File: src/rtl/fb_write_arbiter.sv
// fb_write_arbiter
// This block arbitrates two pixel writers into the single VGA frame-buffer write port.
// Requester 0 is the board drawer and requester 1 is the cursor/overlay drawer.
//   - Round-robin grant with a one-cycle arbitration bubble from IDLE.
//   - When one requester releases its grant, the other valid requester takes over with no bubble.
//   - A grant is limited to MAX_BURST beats.
//   - Each accepted beat appears on the registered write port exactly one cycle later.
// Optional feature: define FBWA_ADDR_CHECK_EN to drop beats whose address is >= MEM_SIZE
// and to count those beats in drop_cnt. Without the macro, drop_cnt reads as zero.
module fb_write_arbiter #(
  parameter logic [15:0] MEM_SIZE  = 16'd19200,
  parameter int unsigned MAX_BURST = 16
) (
  input  logic        clk,
  input  logic        rst,
  input  logic        r0_valid,
  input  logic [14:0] r0_addr,
  input  logic [23:0] r0_data,
  output logic        r0_ready,
  input  logic        r1_valid,
  input  logic [14:0] r1_addr,
  input  logic [23:0] r1_data,
  output logic        r1_ready,
  output logic [14:0] wr_addr,
  output logic [23:0] wr_data,
  output logic        wr_en,
  output logic [1:0]  owner,
  output logic [15:0] drop_cnt
);

  // The state encoding equals the owner encoding, so owner is the state register itself.
  typedef enum logic [1:0] {
    IDLE   = 2'b00,
    GRANT0 = 2'b01,
    GRANT1 = 2'b10
  } state_t;

  localparam logic [7:0] MAX_BURST_C = 8'(MAX_BURST);

  // Reject parameter values the datapath cannot represent.
  if ((MAX_BURST < 1) || (MAX_BURST > 255)) begin : g_bad_burst
    $error("fb_write_arbiter: MAX_BURST must be in 1..255");
  end
  if ((MEM_SIZE == 16'd0) || (MEM_SIZE > 16'd32768)) begin : g_bad_mem
    $error("fb_write_arbiter: MEM_SIZE must be in 1..32768 for a 15-bit address");
  end

  state_t      state_r;
  state_t      state_next_s;
  logic        last_owner_r;       // 0: requester 0 was served last, 1: requester 1
  logic        last_owner_next_s;
  logic [7:0]  beat_cnt_r;
  logic        beat_last_s;
  logic        grant_entry_s;
  logic        accept_s;
  logic [14:0] sel_addr_s;
  logic [23:0] sel_data_s;
  logic        in_range_s;
  logic        forward_s;
  logic        wr_en_r;
  logic [14:0] wr_addr_r;
  logic [23:0] wr_data_r;

  assign owner   = state_r;
  assign wr_en   = wr_en_r;
  assign wr_addr = wr_addr_r;
  assign wr_data = wr_data_r;

  // The beat being accepted now is the last one this grant may take.
  assign beat_last_s   = ((beat_cnt_r + 8'd1) == MAX_BURST_C);
  // Entering any grant state, including a direct handoff, starts a fresh burst count.
  assign grant_entry_s = (state_next_s != state_r) && (state_next_s != IDLE);

  // State register and round-robin history.
  always_ff @(posedge clk or posedge rst) begin
    if (rst) begin
      state_r      <= IDLE;
      last_owner_r <= 1'b1;
    end else begin
      state_r      <= state_next_s;
      last_owner_r <= last_owner_next_s;
    end
  end

  // Next-state logic: arbitrate from IDLE, and release a grant on a dropped valid or on burst end.
  always_comb begin
    state_next_s      = state_r;
    last_owner_next_s = last_owner_r;
    case (state_r)
      IDLE: begin
        if (r0_valid && r1_valid) begin
          state_next_s = last_owner_r ? GRANT0 : GRANT1;
        end else if (r0_valid) begin
          state_next_s = GRANT0;
        end else if (r1_valid) begin
          state_next_s = GRANT1;
        end else begin
          state_next_s = IDLE;
        end
      end
      GRANT0: begin
        if (!r0_valid || beat_last_s) begin
          last_owner_next_s = 1'b0;
          state_next_s      = r1_valid ? GRANT1 : IDLE;
        end else begin
          state_next_s = GRANT0;
        end
      end
      GRANT1: begin
        if (!r1_valid || beat_last_s) begin
          last_owner_next_s = 1'b1;
          state_next_s      = r0_valid ? GRANT0 : IDLE;
        end else begin
          state_next_s = GRANT1;
        end
      end
      default: begin
        state_next_s = IDLE;
      end
    endcase
  end

  // Output decode: ready and the write mux depend only on the state, so at most one ready can be high.
  always_comb begin
    r0_ready   = 1'b0;
    r1_ready   = 1'b0;
    accept_s   = 1'b0;
    sel_addr_s = 15'd0;
    sel_data_s = 24'd0;
    case (state_r)
      GRANT0: begin
        r0_ready   = 1'b1;
        accept_s   = r0_valid;
        sel_addr_s = r0_addr;
        sel_data_s = r0_data;
      end
      GRANT1: begin
        r1_ready   = 1'b1;
        accept_s   = r1_valid;
        sel_addr_s = r1_addr;
        sel_data_s = r1_data;
      end
      default: begin
        r0_ready   = 1'b0;
        r1_ready   = 1'b0;
        accept_s   = 1'b0;
        sel_addr_s = 15'd0;
        sel_data_s = 24'd0;
      end
    endcase
  end

  // Beat counter for the grant currently held.
  always_ff @(posedge clk or posedge rst) begin
    if (rst) begin
      beat_cnt_r <= 8'd0;
    end else if (grant_entry_s) begin
      beat_cnt_r <= 8'd0;
    end else if (accept_s) begin
      beat_cnt_r <= beat_cnt_r + 8'd1;
    end else begin
      beat_cnt_r <= beat_cnt_r;
    end
  end

`ifdef FBWA_ADDR_CHECK_EN
  logic [15:0] drop_cnt_r;

  assign in_range_s = ({1'b0, sel_addr_s} < MEM_SIZE);
  assign drop_cnt   = drop_cnt_r;

  // Count consumed out-of-range beats, saturating at the counter maximum.
  always_ff @(posedge clk or posedge rst) begin
    if (rst) begin
      drop_cnt_r <= 16'd0;
    end else if (accept_s && !in_range_s && (drop_cnt_r != 16'hFFFF)) begin
      drop_cnt_r <= drop_cnt_r + 16'd1;
    end else begin
      drop_cnt_r <= drop_cnt_r;
    end
  end
`else
  assign in_range_s = 1'b1;
  assign drop_cnt   = 16'd0;
`endif

  // A beat is still consumed when it is dropped; only in-range beats reach the memory.
  assign forward_s = accept_s && in_range_s;

  // Registered write port: strobe one cycle after acceptance, address/data held between writes.
  always_ff @(posedge clk or posedge rst) begin
    if (rst) begin
      wr_en_r   <= 1'b0;
      wr_addr_r <= 15'd0;
      wr_data_r <= 24'd0;
    end else if (forward_s) begin
      wr_en_r   <= 1'b1;
      wr_addr_r <= sel_addr_s;
      wr_data_r <= sel_data_s;
    end else begin
      wr_en_r   <= 1'b0;
      wr_addr_r <= wr_addr_r;
      wr_data_r <= wr_data_r;
    end
  end

endmodule

File: config.mk
export PLATFORM = sky130hd
export DESIGN_NAME = fb_write_arbiter
export DESIGN_NICKNAME = d
export VERILOG_FILES = /design/src/rtl/fb_write_arbiter.sv
export SDC_FILE = /design/constraint.sdc
export NUM_CORES = 1
export LEC_CHECK = 0
export CORE_MARGIN = 2
export CORE_UTILIZATION = 44
export CTS_BUF_LIST = sky130_fd_sc_hd__clkbuf_2 sky130_fd_sc_hd__clkbuf_4 sky130_fd_sc_hd__clkbuf_8
export CTS_CLUSTER_SIZE = 10
export DETAILED_ROUTE_END_ITERATION = 8
export MAX_ROUTING_LAYER = met4
export PLACE_DENSITY = 0.88
export SYNTH_ARGS = -nofsm -noshare
export SYNTH_HDL_FRONTEND = slang
export SYNTH_SLANG_ARGS = --single-unit
export TNS_END_PERCENT = 100
File: constraint.sdc
create_clock -name clk -period 4.9 [get_ports clk]
set_input_delay 0.49 -clock clk [delete_from_list [all_inputs] [get_ports clk]]
set_output_delay 0.49 -clock clk [all_outputs]
set_load 0.02 [all_outputs]
==> flow_summary_export.csv, run 1 <==
group,metric,value,unit
status,run_status,"completed",
clock_tree,postCtsSetupRepairBufs,0,
detailed_routing,first_pass_iters,4,
power_and_ir_drop,p_switching,0.846,mW
floorplanning,rows,28,
synth,synth_area_leaders,"dfrtp_1, a22oi_1, o21ai_0",
power_and_ir_drop,netSwitchingFraction,41.4,%
worst_hold_path,worst_hold_path_type,"reg -> reg",
power_and_ir_drop,ir_drop,264,uV
global_routing,grt_max_degree,79,
floorplanning,pin_count,142,
global_routing,grt_overflow,0,
floorplanning,die_area,6760,sq um
sta,tightestPinTransition,1040,ps
final_layout,fin_cells,468,
floorplanning,start_util,45.5,%
detailed_routing,via_per_inst,5.25,
setup_path,endpoint_kind,"primary output",
final_layout,area_delta_synth_final,48.0,%
final_layout,fill_cells,484,
synth,synth-edff-count,0,
final_layout,diodes,0,
power_and_ir_drop,power_frac_clock,13.9,%
synth,syn_area,2690,sq um
sta,fmax,0.314,GHz
synth,synth_cell_type_count,41,
clock_tree,cts_max_level,2,
power_and_ir_drop,p_leak,1.63,nW
placement,hpwl,5340,um
setup_path,startpoint_type,"flop",
floorplanning,fp.dieH,82.2,um
setup_path,worstPathCellList,"inv_1, ha_1, buf_4, clkdlybuf4s50_1",
setup_path,startpoint,"owner[0]$_DFF_PP0_",
detailed_routing,vias,2458,
clock_tree,post_cts_resized,0,
setup_path,r2r-start,"owner[1]$_DFF_PP0_",
synth,synthFlopType,"dfrtp_1",
clock_tree,clk_latency,300,ps
detailed_routing,route.met3.wl,565,um
power_and_ir_drop,seq_power_share,31.7,%
clock_tree,clkTransAtPathRegs,80,ps
detailed_routing,remaining_drc_errors,0,
sta,fin_crit_sh,65.0,%
clock_tree,clk_path_buf_depth,2,
detailed_routing,wirelength_met1,2830,um
placement,finalWeightedCongestion,0.829,
clock_tree,cts_made_buffers,5,
power_and_ir_drop,power_frac_comb,54.4,%
detailed_routing,wirelength,7090,um
setup_path,worstPathRequired,4410,ps
clock_tree,clockRootBuffer,"clkbuf_8",
global_routing,grt_pass1_wl,10600,um
final_layout,drive_gt1_share,5.34,%
clock_tree,ctsHoldBuffers,0,
synth,yosysTopAreaCell,"dfrtp_1",
power_and_ir_drop,p_per_area,513,nW/um^2
synth,syn_inst,281,
setup_path,path_delay_family,"buffers and inverters",
sta,rsz0062_at_grt,"no",
synth,synth.avg_cell_area,9.59,sq um
floorplanning,die_w,82.2,um
detailed_routing,dr.first_iter.drc_count,115,
worst_hold_path,min-delay-start,"wr_data[18]$_DFFE_PP0P_",
sta,final-setup-viol-count,0,
global_routing,track_usage,21.1,%
setup_path,worst-setup-path-type,"reg -> out",
synth,synth.ff_latch_count,51,
placement,dp_slack,2050,ps
global_routing,grt_pass1_vias,2273,
placement,place_area,3880,sq um
sta,slew_viol_final,0,
final_layout,multi_input_area,1190,sq um
floorplanning,coreArea,5920,sq um
clock_tree,cts.sinks,51,
flow_run,cap_viol_max_count,0,
power_and_ir_drop,internal_power,1.20,mW
synth,async_reset_ff_share,100,%
final_layout,design_area,3990,sq um
synth,ys.warnings.count,0,
sta,fin_tns_setup,0,ps
sta,worst_slack,1720,ps
detailed_routing,routed.top_layer,"met4",
synth,synth_top_area_share,46.4,%
setup_path,arrival,2690,ps
setup_path,slowest_stage,"ha_1",
placement,io_buffers,125,
global_routing,antenna_found_initial,0,
sta,finalHoldViolations,0,
setup_path,path_buf_inv,3,
setup_path,slowest_delay,780,ps
placement,placed_cells,461,
final_layout,nets,480,
detailed_routing,met2_length,3650,um
synth,yosysSeqAreaShare,47.4,%
sta,finalClockSkew,7.93,ps
final_layout,register_area,1280,sq um
detailed_routing,wl_per_cell,15.2,um
sta,hold_slack,481,ps
clock_tree,cts_tree,"done",
setup_path,cp_max_fo,25,
detailed_routing,antenna_left,0,
sta,relSlewSlack,30.5,%
sta,post-route-min-period,3180,ps
-- area by class of cell --
cell class              count  share of cell area [%]
flip-flops and latches     51                    32.0
repair buffers            128                    32.0
multi-input cells         196                    29.9
well taps                  75                    2.35
clock buffers               6                    1.91
inverters                  11                    1.04
clock inverters             1                   0.753
-- power groups by stage --
stage	logic, mW	clock network [mW]	registers, mW
3_5_place_dp	1.12	0	0.658
2_1_floorplan	0.513	0	0.814
3_3_place_gp	1.09	0	0.648
5_1_grt	1.22	0.304	0.669
6_report	1.11	0.284	0.649
4_1_cts	1.12	0.290	0.649
-- worst register-to-register path, cell delays in order (launching register included) --
cell      delay, ps
dfrtp_1         440
inv_1           160
ha_1            810
inv_1           200
o41ai_2         570
o211a_1         410
a221oi_1        130
-- cells in the final DEF (no fill, tap or decap), types with 2 or more instances in the layout --
master             n
a21oi_1            4
a221oi_1           7
a22oi_1           39
buf_4              3
clkbuf_8           5
clkdlybuf4s50_1  125
conb_1            16
dfrtp_1           50
ha_1               5
inv_1              9
inv_2              2
nand2_1           43
nand4_1            4
nor2_1             3
nor3_1             3
o21ai_0           40
o41ai_2            2
or3_1              2
xnor2_1            7
-- cell families (layout without fill, tap and decap cells) --
family	Yosys count	in the layout	share of synthesized area, %
XOR/XNOR	8	8	2.60
buffers and inverters	49	146	10.5
AO/OA/AOI/OAI	107	107	27.3
adder cells (fa/ha/maj)	5	5	2.32
flip-flops	51	51	47.4
AND/OR/NAND/NOR	60	60	9.75
other	1	16	0.139
-- synth_stat cells, types with 2 or more instances --
cell type,instances
a221oi_1,7
or3_1,2
clkbuf_1,15
o21ai_0,40
a21oi_1,4
buf_6,5
a22oi_1,39
nor3_1,3
nand4_1,4
buf_1,2
buf_4,16
inv_1,10
o41ai_2,2
nor2_1,3
xnor2_1,7
nand2_1,44
dfrtp_1,50
ha_1,5
-- state kept, by name, indices dropped and copies added, names as in the netlist --
name,cells
wr_data,24
wr_addr,15
beat_cnt_r,8
owner,2
last_owner_r,1
wr_en,1
-- per-stage QoR --
stage	total power, mW	util [%]
final	2.05	67.3
after global routing	2.19	67.3
after CTS	2.06	67.3
after detailed placement	1.78	65.5
after global placement	1.74	65.5
after floorplan	1.33	-
-- routing by layer --
metal	vias up	GRT usage [%]
li1	1200	-
met1	1156	24.1
met2	96	37.0
met3	6	5.22
met4	0	5.50
met5	-	-
-- path summary, 6_finish.rpt --
| check | slack, ps | cells past startpoint | to |
|---|---|---|---|
| max reg2reg | 2020 | 6 | beat_cnt_r[5]$_DFFE_PP0P_ |
| max in group asynchronous | 3490 | 2 | wr_data[5]$_DFFE_PP0P_ |
| min | 480 | 2 | wr_data[18]$_DFFE_PP0P_ |
| min in group asynchronous | 750 | 2 | wr_data[10]$_DFFE_PP0P_ |
| max | 1720 | 4 | r1_ready |
| min reg2reg | 480 | 2 | wr_data[18]$_DFFE_PP0P_ |
Power figures use the tool's default switching activity.
==> run 2: changes to the inputs <==
--- a/config.mk
+++ b/config.mk
@@ -6,12 +6,12 @@
 export NUM_CORES = 1
 export LEC_CHECK = 0
 export CORE_MARGIN = 2
-export CORE_UTILIZATION = 44
+export CORE_UTILIZATION = 41
 export CTS_BUF_LIST = sky130_fd_sc_hd__clkbuf_2 sky130_fd_sc_hd__clkbuf_4 sky130_fd_sc_hd__clkbuf_8
 export CTS_CLUSTER_SIZE = 10
 export DETAILED_ROUTE_END_ITERATION = 8
 export MAX_ROUTING_LAYER = met4
-export PLACE_DENSITY = 0.88
+export PLACE_DENSITY = 0.83
 export SYNTH_ARGS = -nofsm -noshare
 export SYNTH_HDL_FRONTEND = slang
 export SYNTH_SLANG_ARGS = --single-unit
==> constraint.sdc (replaced) <==
create_clock -name clk -period 3.13 [get_ports clk]
set_input_delay 0.313 -clock clk [delete_from_list [all_inputs] [get_ports clk]]
set_output_delay 0.313 -clock clk [all_outputs]
set_load 0.02 [all_outputs]
==> run 2 against run 1 <==
  * Cell area increased by 0.44%
  * Setup slack lost 1300 ps
  * Combinational power increased by 55%
==> flow_summary_export.csv, run 2 (same netlist as run 1, synthesis figures left out) <==
group,metric,value,unit
power_and_ir_drop,p_per_area,798,nW/um^2
clock_tree,postCtsSetupRepairBufs,0,
detailed_routing,wl_per_cell,14.3,um
placement,io_buffers,125,
detailed_routing,via_per_inst,5.19,
clock_tree,clockRootBuffer,"clkbuf_8",
floorplanning,die_w,85.1,um
power_and_ir_drop,internal_power,1.88,mW
final_layout,diodes,0,
global_routing,track_usage,19.4,%
clock_tree,clk_path_buf_depth,2,
final_layout,final_cell_mix,"clkdlybuf4s50_1, dfrtp_1, nand2_1, o21ai_0, a22oi_1",
final_layout,area_delta_synth_final,48.6,%
setup_path,cp_max_fo,28,
setup_path,worst-setup-path-type,"reg -> out",
power_and_ir_drop,p_leak,1.64,nW
power_and_ir_drop,p_switching,1.31,mW
sta,finalClockSkew,4.39,ps
worst_hold_path,min-delay-start,"wr_addr[7]$_DFFE_PP0P_",
power_and_ir_drop,power_frac_comb,53.9,%
floorplanning,rows,29,
final_layout,final_core_util,63.1,%
setup_path,endpoint_kind,"primary output",
global_routing,grt_pass1_wl,11100,um
flow_run,cap_viol_max_count,0,
detailed_routing,first_pass_iters,4,
detailed_routing,antenna_left,0,
floorplanning,coreArea,6350,sq um
final_layout,drive_gt1_share,5.82,%
setup_path,arrival,2370,ps
sta,worst_slack,452,ps
sta,relSlewSlack,31.4,%
power_and_ir_drop,netSwitchingFraction,41.1,%
clock_tree,cts_made_buffers,5,
clock_tree,clk_latency,300,ps
clock_tree,cts_tree,"done",
sta,finalHoldViolations,0,
sta,tightestPinTransition,1030,ps
placement,hpwl,5050,um
floorplanning,die_area,7230,sq um
detailed_routing,wirelength,6750,um
power_and_ir_drop,power_frac_clock,14.4,%
final_layout,largest_reg_flops,24,
detailed_routing,dr.first_iter.drc_count,85,
power_and_ir_drop,p_total,3.20,mW
sta,final-setup-viol-count,0,
global_routing,grt_max_degree,55,
worst_hold_path,worst_hold_path_type,"reg -> reg",
detailed_routing,remaining_drc_errors,0,
clock_tree,ctsHoldBuffers,0,
floorplanning,fp.dieH,85.1,um
clock_tree,clkTransAtPathRegs,90,ps
setup_path,startpoint,"owner[0]$_DFF_PP0_",
setup_path,worstPathRequired,2820,ps
final_layout,nets,481,
power_and_ir_drop,ir_drop,466,uV
global_routing,grt_overflow,0,
global_routing,grt_pass1_vias,2379,
power_and_ir_drop,seq_power_share,31.7,%
sta,fmax,0.373,GHz
placement,finalWeightedCongestion,0.863,
final_layout,final_common_cell,"clkdlybuf4s50_1",
status,run_status,"completed",
clock_tree,cts.sinks,51,
sta,post-route-min-period,2680,ps
clock_tree,cts_max_level,2,
clock_tree,post_cts_resized,0,
detailed_routing,vias,2452,
sta,hold_slack,484,ps
setup_path,startpoint_type,"flop",
floorplanning,start_util,42.4,%
sta,rsz0062_at_grt,"no",
sta,slew_viol_final,0,
setup_path,r2r-start,"beat_cnt_r[0]$_DFFE_PP0P_",
floorplanning,pin_count,142,
sta,fin_tns_setup,0,ps
global_routing,antenna_found_initial,0,
sta,fin_crit_sh,85.6,%
placement,dp_slack,543,ps
==> run 2: changes by cell type in the layout (fill, tap and decap cells not counted), sizes merged <==
cell,before,now
clkinvlp,0,1
buf,3,4
==> run 2: final cells by class <==
type / instances / area, sq um
Fill cell: 534 / 2350
Timing Repair Buffer: 129 / 1280
Sequential cell: 51 / 1280
Multi-Input combinational cell: 196 / 1190
Tap cell: 77 / 96.3
Clock buffer: 6 / 76.3
Inverter: 11 / 41.3
Clock inverter: 2 / 37.5
==> run 2: metal layers <==
| metal | global-route usage (%) | vias up | part of all wire [%] |
|---|---|---|---|
| li1 | - | 1207 | - |
| met1 | 24.0 | 1143 | 42 |
| met2 | 32.0 | 91 | 50 |
| met3 | 4.18 | 11 | 6.2 |
| met4 | 5.63 | 0 | 1.8 |
| met5 | - | - | 0 |
==> run 2: critical path, stage by stage, from the launching register on <==
cell,delay (ps)
dfrtp_1,430
inv_1,150
ha_1,260
buf_4,230
buf_4,310
clkdlybuf4s50_1,660
==> run 2: worst paths after layout <==
path | endpoint | slack, ps | cells past startpoint
hold reg to reg | wr_addr[7]$_DFFE_PP0P_ | 480 | 2
min in group asynchronous | wr_addr[14]$_DFFE_PP0P_ | 580 | 2
setup reg to reg | beat_cnt_r[1]$_DFFE_PP0P_ | 560 | 7
setup / recovery | r1_ready | 450 | 5
max in group asynchronous | beat_cnt_r[4]$_DFFE_PP0P_ | 1920 | 2
hold / removal | wr_addr[7]$_DFFE_PP0P_ | 480 | 2
==> run 2: power groups by stage <==
stage	Clock [mW]	Combinational (mW)	Sequential [mW]
4_1_cts	0.474	1.74	1.02
3_5_place_dp	0	1.74	1.03
2_1_floorplan	0	0.803	1.27
6_report	0.460	1.72	1.01
5_1_grt	0.499	1.88	1.05
3_3_place_gp	0	1.71	1.02
==> run 2: through the flow <==
stage | area, sq um | std cells
final | 4000 | 472
after global routing | 4000 | 472
after CTS | 4000 | 472
after detailed placement | 3890 | 464
after global placement | 3890 | 464
after floorplan | 2750 | 296
==> run 3: changes to the inputs <==
==> constraint.sdc (replaced) <==
create_clock -name clk -period 3 [get_ports clk]
set_input_delay 0.3 -clock clk [delete_from_list [all_inputs] [get_ports clk]]
set_output_delay 0.3 -clock clk [all_outputs]
set_load 0.02 [all_outputs]
==> run 3 against run 2 <==
  * Cell count grew 0.21%
  * Global-route usage grew 0.76 points
  * Utilization grew 0.16 points
  * Routed wire length grew 2.9%
  * Sequential share of layout area shrank 0.080 points
  * Highest routed layer unchanged
==> flow_summary_export.csv, run 3 (same netlist as run 1, synthesis figures left out) <==
group,metric,value,unit
setup_path,arrival,2690,ps
setup_path,path_delay_family,"compound AO/OA/AOI/OAI gates",
final_layout,design_area,4010,sq um
setup_path,worstPathCellList,"ha_1, inv_1, or3_1, nand4_2, o41a_1, o31ai_2, a222oi_1",
clock_tree,clockRootBuffer,"clkbuf_8",
power_and_ir_drop,p_per_area,823,nW/um^2
global_routing,grt_overflow,0,
setup_path,r2r_slack,450,ps
power_and_ir_drop,netSwitchingFraction,41.7,%
global_routing,met1_usage,24.5,%
power_and_ir_drop,internal_power,1.93,mW
clock_tree,cts.sinks,51,
sta,slew_viol_final,0,
status,run_status,"completed",
sta,hold_slack,322,ps
floorplanning,fp.dieH,85.1,um
setup_path,worstReg2RegEnd,"beat_cnt_r[1]$_DFFE_PP0P_",
power_and_ir_drop,power_frac_clock,12.9,%
placement,place_area,3910,sq um
final_layout,final_common_cell,"clkdlybuf4s50_1",
detailed_routing,via_per_inst,5.26,
clock_tree,ctsHoldBuffers,0,
setup_path,startpoint_type,"flop",
setup_path,r2r-start,"beat_cnt_r[0]$_DFFE_PP0P_",
power_and_ir_drop,p_total,3.31,mW
clock_tree,post_cts_resized,0,
setup_path,crit_path_end,"beat_cnt_r[1]$_DFFE_PP0P_",
clock_tree,postCtsSetupRepairBufs,0,
floorplanning,coreArea,6350,sq um
floorplanning,start_util,42.4,%
power_and_ir_drop,power_frac_comb,55.1,%
global_routing,track_usage,20.1,%
placement,finalWeightedCongestion,0.847,
clock_tree,cts_made_buffers,5,
global_routing,grt_max_degree,57,
sta,tightestPinTransition,767,ps
setup_path,startpoint,"beat_cnt_r[0]$_DFFE_PP0P_",
global_routing,grt_pass1_wl,11600,um
setup_path,worst-setup-path-type,"reg -> reg",
floorplanning,rows,29,
floorplanning,die_w,85.1,um
sta,fin_crit_sh,85.0,%
global_routing,antenna_found_initial,0,
power_and_ir_drop,seq_power_share,32.0,%
global_routing,met3_usage,5.16,%
worst_hold_path,worst_hold_path_type,"in -> async",
sta,rsz0062_at_grt,"no",
final_layout,final_cell_mix,"clkdlybuf4s50_1, dfrtp_1, nand2_1, o21ai_0, a22oi_1",
setup_path,endpoint_kind,"flop",
sta,relSlewSlack,48.3,%
setup_path,slowest_stage,"o31ai_2",
final_layout,nets,482,
global_routing,grt_busiest_layer,"met2",
setup_path,reg2reg_depth,7,
sta,fmax,0.392,GHz
floorplanning,die_area,7230,sq um
detailed_routing,wirelength,6950,um
sta,finalHoldViolations,0,
placement,hpwl,5260,um
setup_path,slowest_delay,540,ps
sta,finalClockSkew,2.77,ps
power_and_ir_drop,p_leak,1.64,nW
final_layout,drive_gt1_share,6.06,%
global_routing,grtUsageMet2,33.9,%
clock_tree,clkTransAtPathRegs,90,ps
sta,post-route-min-period,2550,ps
floorplanning,pin_count,142,
clock_tree,cts_tree,"done",
global_routing,grt_pass1_vias,2409,
detailed_routing,remaining_drc_errors,0,
setup_path,worstPathRequired,3140,ps
detailed_routing,antenna_left,0,
clock_tree,clk_latency,290,ps
detailed_routing,first_pass_iters,4,
final_layout,area_delta_synth_final,49.0,%
clock_tree,cts_max_level,2,
setup_path,cp_max_fo,8,
clock_tree,clk_path_buf_depth,2,
detailed_routing,vias,2487,
power_and_ir_drop,p_switching,1.38,mW
final_layout,diodes,0,
setup_path,path_buf_inv,1,
final_layout,largest_reg_flops,24,
flow_run,cap_viol_max_count,0,
sta,fin_tns_setup,0,ps
detailed_routing,wl_per_cell,14.7,um
setup_path,cp.depth,7,
placement,io_buffers,125,
power_and_ir_drop,ir_drop,529,uV
detailed_routing,dr.first_iter.drc_count,74,
sta,final-setup-viol-count,0,
-- run 3: power by group through the flow --
stage	Clock, mW	Sequential (mW)	Combinational (mW)
global route	0.468	1.09	1.99
finish	0.425	1.06	1.82
floorplan	0	1.33	0.838
global placement	0	1.06	1.80
CTS	0.436	1.06	1.85
detailed placement	0	1.07	1.84
-- run 3: cell type report --
type	instances	area [sq um]
clock buffer	7	96.3
clock inverter	1	7.51
fill	540	2340
inverter	11	41.3
multi-input combinational	196	1190
sequential	51	1280
tap	77	96.3
timing repair buffer	130	1300
-- run 3: how the worst min path moves through the flow --
stage               slack (ps)                     from  depth (start not counted)                       to
finish                     320                      rst                          2   wr_data[1]$_DFFE_PP0P_
global route               340                      rst                          2   wr_data[3]$_DFFE_PP0P_
CTS                        320                      rst                          2   wr_data[0]$_DFFE_PP0P_
detailed placement         470  wr_data[14]$_DFFE_PP0P_                          2  wr_data[14]$_DFFE_PP0P_
global placement           460   wr_data[8]$_DFFE_PP0P_                          2   wr_data[8]$_DFFE_PP0P_
floorplan                  500               r0_addr[0]                          2   wr_addr[0]$_DFFE_PP0P_
-- run 3: through the flow --
stage | setup slack [ps] | utilization, % | instances
global placement | 563 | 61.6 | 465
floorplan | 725 | - | 296
global route | 204 | 63.2 | 473
CTS | 422 | 63.2 | 473
detailed placement | 440 | 61.6 | 465
finish | 451 | 63.2 | 473
-- run 3: metal layers --
metal,part of all wire (%),vias to the layer above
met5,0,-
met4,1.2,0
met3,7.2,11
met2,51,90
met1,41,1171
li1,-,1215
